File: src/rtl/my_logic_pipe.sv
// Two-stage bitwise logic pipeline (AND/OR/XOR/NOR) with valid/ready flow control
// and a saturating completed-operation counter. Define MY_LOGIC_PIPE_PARITY_EN to add a parity output.
module my_logic_pipe #(
   parameter int WIDTH = 32,
   parameter int CNT_W = 16
) (
   input  logic             clock,
   input  logic             reset,
   input  logic             in_valid,
   output logic             in_ready,
   input  logic [1:0]       op,
   input  logic [WIDTH-1:0] opA,
   input  logic [WIDTH-1:0] opB,
   output logic             out_valid,
   input  logic             out_ready,
   output logic [WIDTH-1:0] cout,
   output logic             is_zero,
   output logic [CNT_W-1:0] op_count
`ifdef MY_LOGIC_PIPE_PARITY_EN
   ,
   output logic             parity
`endif
);

   localparam logic [1:0] OP_AND = 2'b00;
   localparam logic [1:0] OP_OR  = 2'b01;
   localparam logic [1:0] OP_XOR = 2'b10;

   // Handshake: a transfer happens on a rising edge where valid and ready are both high.
   // Ready never looks at valid; a stage moves when it is empty or its occupant leaves this cycle.

   logic             s1_valid_q, s1_valid_d;
   logic [1:0]       s1_op_q,    s1_op_d;
   logic [WIDTH-1:0] s1_a_q,     s1_a_d;
   logic [WIDTH-1:0] s1_b_q,     s1_b_d;
   logic             s2_valid_q, s2_valid_d;
   logic [WIDTH-1:0] cout_q,     cout_d;
   logic             zero_q,     zero_d;
   logic [CNT_W-1:0] cnt_q,      cnt_d;
`ifdef MY_LOGIC_PIPE_PARITY_EN
   logic             parity_q,   parity_d;
`endif

   logic             s1_adv;
   logic             s2_adv;
   logic             in_fire;
   logic             out_fire;
   logic [WIDTH-1:0] result;

   always_comb begin
      s2_adv   = !s2_valid_q || out_ready;
      s1_adv   = !s1_valid_q || s2_adv;
      in_fire  = in_valid && s1_adv;
      out_fire = s2_valid_q && out_ready;
   end

   always_comb begin
      result = '0;
      case (s1_op_q)
         OP_AND:  result = s1_a_q & s1_b_q;
         OP_OR:   result = s1_a_q | s1_b_q;
         OP_XOR:  result = s1_a_q ^ s1_b_q;
         default: result = ~(s1_a_q | s1_b_q);
      endcase
   end

   always_comb begin
      s1_valid_d = s1_valid_q;
      s1_op_d    = s1_op_q;
      s1_a_d     = s1_a_q;
      s1_b_d     = s1_b_q;
      s2_valid_d = s2_valid_q;
      cout_d     = cout_q;
      zero_d     = zero_q;
      cnt_d      = cnt_q;
`ifdef MY_LOGIC_PIPE_PARITY_EN
      parity_d   = parity_q;
`endif

      if (s1_adv) begin
         s1_valid_d = in_valid;
      end
      if (in_fire) begin
         s1_op_d = op;
         s1_a_d  = opA;
         s1_b_d  = opB;
      end

      // Result registers only load on a real stage-1 hand-off, so they hold their last value when idle.
      if (s2_adv) begin
         s2_valid_d = s1_valid_q;
         if (s1_valid_q) begin
            cout_d   = result;
            zero_d   = ~|result;
`ifdef MY_LOGIC_PIPE_PARITY_EN
            parity_d = ^result;
`endif
         end
      end

      if (out_fire && (cnt_q != {CNT_W{1'b1}})) begin
         cnt_d = cnt_q + CNT_W'(1);
      end
   end

   always_ff @(posedge clock) begin
      if (reset) begin
         s1_valid_q <= 1'b0;
         s1_op_q    <= 2'b00;
         s1_a_q     <= '0;
         s1_b_q     <= '0;
         s2_valid_q <= 1'b0;
         cout_q     <= '0;
         zero_q     <= 1'b1;
         cnt_q      <= '0;
`ifdef MY_LOGIC_PIPE_PARITY_EN
         parity_q   <= 1'b0;
`endif
      end else begin
         s1_valid_q <= s1_valid_d;
         s1_op_q    <= s1_op_d;
         s1_a_q     <= s1_a_d;
         s1_b_q     <= s1_b_d;
         s2_valid_q <= s2_valid_d;
         cout_q     <= cout_d;
         zero_q     <= zero_d;
         cnt_q      <= cnt_d;
`ifdef MY_LOGIC_PIPE_PARITY_EN
         parity_q   <= parity_d;
`endif
      end
   end

   assign in_ready  = s1_adv;
   assign out_valid = s2_valid_q;
   assign cout      = cout_q;
   assign is_zero   = zero_q;
   assign op_count  = cnt_q;
`ifdef MY_LOGIC_PIPE_PARITY_EN
   assign parity    = parity_q;
`endif

endmodule

File: config.mk
export PLATFORM = sky130hd
export DESIGN_NAME = my_logic_pipe
export DESIGN_NICKNAME = d
export VERILOG_FILES = /design/src/rtl/my_logic_pipe.sv
export SDC_FILE = /design/constraint.sdc
export NUM_CORES = 1
export LEC_CHECK = 0
export BUFFER_PORTS_ARGS = -buffer_cell sky130_fd_sc_hd__buf_4
export CAP_MARGIN = 20
export CORE_MARGIN = 2
export CORE_UTILIZATION = 55
export CTS_CLUSTER_SIZE = 10
export DETAILED_ROUTE_END_ITERATION = 12
export HOLD_SLACK_MARGIN = 0.03
export PLACE_DENSITY_LB_ADDON = 0.05
export SYNTH_ARGS = -nofsm -noshare
export SYNTH_HDL_FRONTEND = slang
export SYNTH_SLANG_ARGS = --single-unit
File: constraint.sdc
create_clock -name clock -period 2.2 [get_ports clock]
set_input_delay 0.55 -clock clock [delete_from_list [all_inputs] [get_ports clock]]
set_output_delay 0.55 -clock clock [all_outputs]
set_load 0.005 [all_outputs]
* Yosys cells after proc, flatten, opt, wreduce, memory -nomap -nowiden
Index checks and enable logic that the tools add are counted.
** Storage, ports and cells
- Register bits :: 117
- Output and inout port bits :: 51
** Operators by class
- Muxes and demuxes :: 1
- Bitwise gates (word level) :: 4
- Add/subtract/negate cells :: 1
- Eq/ne operators :: 3
- Reductions and logical operators :: 11
** Operator list (number)
- $pmux 32 s3 :: 1
- $and 32x32->32 :: 1
- $not 32->32 :: 1
- $or 32x32->32 :: 1
- $reduce_or 32->1 :: 1
- $xor 32x32->32 :: 1
- $add 16x1->16 const B :: 1
- $ne 16x16->1 const B :: 1
- $logic_and 1x1->1 :: 3
- $logic_not 1->1 :: 3
- $eq 2x1->1 const B :: 1
- $eq 2x2->1 const B :: 1
- $logic_not 2->1 :: 1
- $logic_or 1x1->1 :: 2
- $reduce_and 2->1 :: 1

* Depth between registers and ports, before layout
- Depth in word-level cells :: 5
- Mapped depth :: 9
- Mapped depth without buffers :: 8

* Worst setup path before layout
OpenSTA, ideal clock, no wires.
- Path type :: register to register
- Start point :: register cnt_q[0] (netlist: op_count[0])
- End point :: register cnt_q[8] (netlist: op_count[8])
- Stages on the path, launching flop included :: 8
- Arrival :: 1.534 ns
- Clock period less this slack :: 1.661 ns
- Path slack :: 0.539 ns
- Path buffers :: 0
- Cell sequence :: dfxtp_1 -> ha_1 -> nand3_1 -> nor3_1 -> a21boi_1 -> nand3_1 -> xor2_1 -> nor2_1
** Between the ends
- Cells in the longest elaborated chain, start to end :: 2
- Elaborated cells between the ends (all ways) :: 3
- Those cells by class :: add/sub: 1; eq/ne: 1; reduce/logical: 1
** Ends and longest elaborated chain
- start, declared :: line 39 : logic [CNT_W-1:0] cnt_q, cnt_d;
- start signal, assigned :: line 127 : cnt_q <= cnt_d;
- branches (longest 2 deep; another with $add 16x1->16)
Parallel ways; which one is timed is not known.
A chain may end at the register's enable or synchronous reset.

* Final worst setup path
- Start point :: register s2_valid_q (netlist: out_valid)
- End point :: output in_ready
** Between the ends
- Cells in the longest elaborated chain, start to end :: 3
** Ends and longest elaborated chain
- start, declared :: line 36 : logic s2_valid_q, s2_valid_d;
- start signal, assigned :: line 124 : s2_valid_q <= s2_valid_d;
- $logic_not 1->1 :: line 51 : s2_adv = !s2_valid_q || out_ready;
- $logic_or 1x1->1 :: line 51
- $logic_or 1x1->1 :: line 52 : s1_adv = !s1_valid_q || s2_adv;
- end, declared :: line 10 : output logic in_ready,
Every way passes these cells.

==> metrics.txt <==
pin count of the biggest net entering global routing 46; Die Wd 110.5 um; Clock Tree Buf Depth 2; final hold violations 0; maximum vdd drop 0.7647 mV; detailed-route via count 5573; Placed Cells 1015; WL final 14780 um; share of layout cells above drive strength 1 19.98%; average wire per standard cell 14.13 um; GPL Wtd Cong 0.8370; Critical Path End Type primary output; setup tns final 0 ns; Final period util 93.49%; slowest stage cell, crit path nor2b_1; Rows 38; worst path required time 1.65 ns; Max Clk Rate 0.4862 GHz; r2r setup slk 0.22 ns; core area 10940 um^2; global-route wire length before repair 24590 um; clock skew 0.005118 ns; detailed placement HPWL 10600 um; CP peak stage delay 0.40 ns; FF/Latch Area 2347 um^2; area delta synth->final 25.88%; Synthesis Warnings 0; Max-Cap Viols 0; worst setup path category register to primary output; vias in the first global route 5480; Final min period 2.057 ns; initial antenna violation count 0; Vias/cell 5.328; CTS tree built; Setup crit start kind register; Seq cells post-synth 117; WHS 0.3778 ns; I/O pins 121; P_leak 3.448 nW; Clk Tree Root Cell clkbuf_16; post-synth cell types 34; mapped cell area 6242 um^2; H-tree levels 4; register area share after synthesis 37.52%; CTS clk-pin slew, worst paths 0.05 ns; CTS Buf Count 17; Die Area 12220 um^2; DRC Markers 0; die height 110.5 um; number of synthesized flops with an enable pin 0; commonest cells after routing, fill and taps aside nand2_1 (151), buf_4 (133), dfxtp_1 (115); Slew @ Worst Pin 0.5959 ns; final setup fails 0; nets 1030; Total Routing Usage GR 24.53%; Finished Layout Cells 1046; Antenna Cells 0; family with the most delay on the worst path simple AND/OR/NAND/NOR gates; Pins Over Slew Limit 0; # port buffers 120; Fillers 902; Max-slew headroom 59.94%; Buf+Inv Stages, Crit Path 1; RSZ-0062 raised after global routing no; Sink Count 117; commonest non-fill, non-tap cell in the layout nand2_1; Syn Nets 924; DR iter-0 viols 350; worst path arrival time 1.51 ns; initial core utilization 57.08%; Power Dens Cells 716.5 nW/um^2; Syn Inst Count 789; area of the multi-input gates 3428 um^2; outcome complete, no violations; Final ANT Viol Nets 0; drt pass-1 iters 5; Synth async-reset ratio 0%; crit-path cells nor2b_1 -> nand2_1 -> buf_4; syn avg cell area 7.912 um^2; GRT overflow 0; Post-synth top flop dfxtp_1; min-delay worst type input port to register; CP Max Fanout 5; Clock Latency Late Sink 0.42 ns
[power breakdown]
group | internal, W | switching, W
registers | 0.00223 | 0.000100
clock network | 0.00159 | 0.000898
logic | 0.000391 | 0.000413
[stage by stage]
stage               cell area (um^2)  total power, W  util, %  setup slack [ns]
CTS                             7834        0.005653    71.64           0.09352
floorplan                       6242        0.002843        -            0.5386
global route                    7858        0.005867    71.85           0.03093
finish                          7858        0.005630    71.85            0.1432
detailed placement              7295        0.003171    66.70            0.1141
global placement                7295        0.003132    66.70            0.1155
[tightest hold or removal path: cells and delay by family]
kind	cells	cell delay [ns]
compound gates	1	0.04
buf+inv	1	0.10
simple gates	1	0.07
[synth_stat cells (all sizes together) (2+ instances only)]
master	count	area, um^2
nand3	5	25.02
dfxtp	117	2342
nand4	10	62.56
nor4	3	18.77
a21oi	100	500.5
a211oi	52	390.4
xnor2	3	26.28
nor2b	10	62.56
o31ai	4	30.03
a21boi	2	15.01
inv	68	255.2
nor3	4	20.02
buf	25	136.4
mux2i	3	30.03
and4	2	17.52
ha	65	813.3
nand2b	3	18.77
o21ai	9	45.04
xor2	8	70.07
clkbuf	27	101.4
nor2	85	319.1
mux2	26	315.3
nand2	152	570.6
[cells by family (layout without fill, tap and decap cells)]
family | after synthesis | count (layout) | share of synthesized area [%]
xor+xnor | 11 | 11 | 1.544
compound gates | 171 | 171 | 16.40
buf+inv | 120 | 237 | 7.897
mux | 29 | 29 | 5.532
flops | 117 | 117 | 37.52
fa+ha+maj | 65 | 65 | 13.03
simple gates | 276 | 276 | 18.08
[flip-flops by register name, indices dropped and copies added, names as in the netlist]
name	cells
op_count	16
cout	32
is_zero	1
out_valid	1
s1_valid_q	1
s1_op_q	2
s1_a_q	32
s1_b_q	32
[metal layers]
| layer | wire length [um] | track usage, % | up-vias |
|---|---|---|---|
| li1 | - | - | 2832 |
| met1 | 6451 | 28.55 | 2587 |
| met2 | 7353 | 42.66 | 132 |
| met3 | 721 | 6.476 | 22 |
| met4 | 252 | 10.17 | 0 |
| met5 | 0 | 0 | - |
[worst paths after layout]
kind,start,to,depth (start not counted)
worst max-delay path,out_valid,in_ready,3
worst min-delay path,in_valid,s1_valid_q,3
worst max register to register,s1_a_q[29],is_zero,7
worst min register to register,s1_b_q[7],s1_b_q[7],2
[cell type report]
class / instances / area share [%]
Sequential cell: 117 / 29.87
Timing Repair Buffer: 139 / 14.16
Clock buffer: 26 / 6.608
Tap cell: 140 / 2.229
Inverter: 68 / 3.248
Multi-Input combinational cell: 552 / 43.63
Clock inverter: 4 / 0.2548
[repair_timing]
| item | CTS | global route |
|---|---|---|
| hold buffers | 0 | 0 |
| gates resized for setup | 0 | 2 |
| endpoints found under the setup margin | 0 | 1 |
| buffers inserted | 0 | 1 |
No activity file was read; power rests on OpenSTA's default activity.
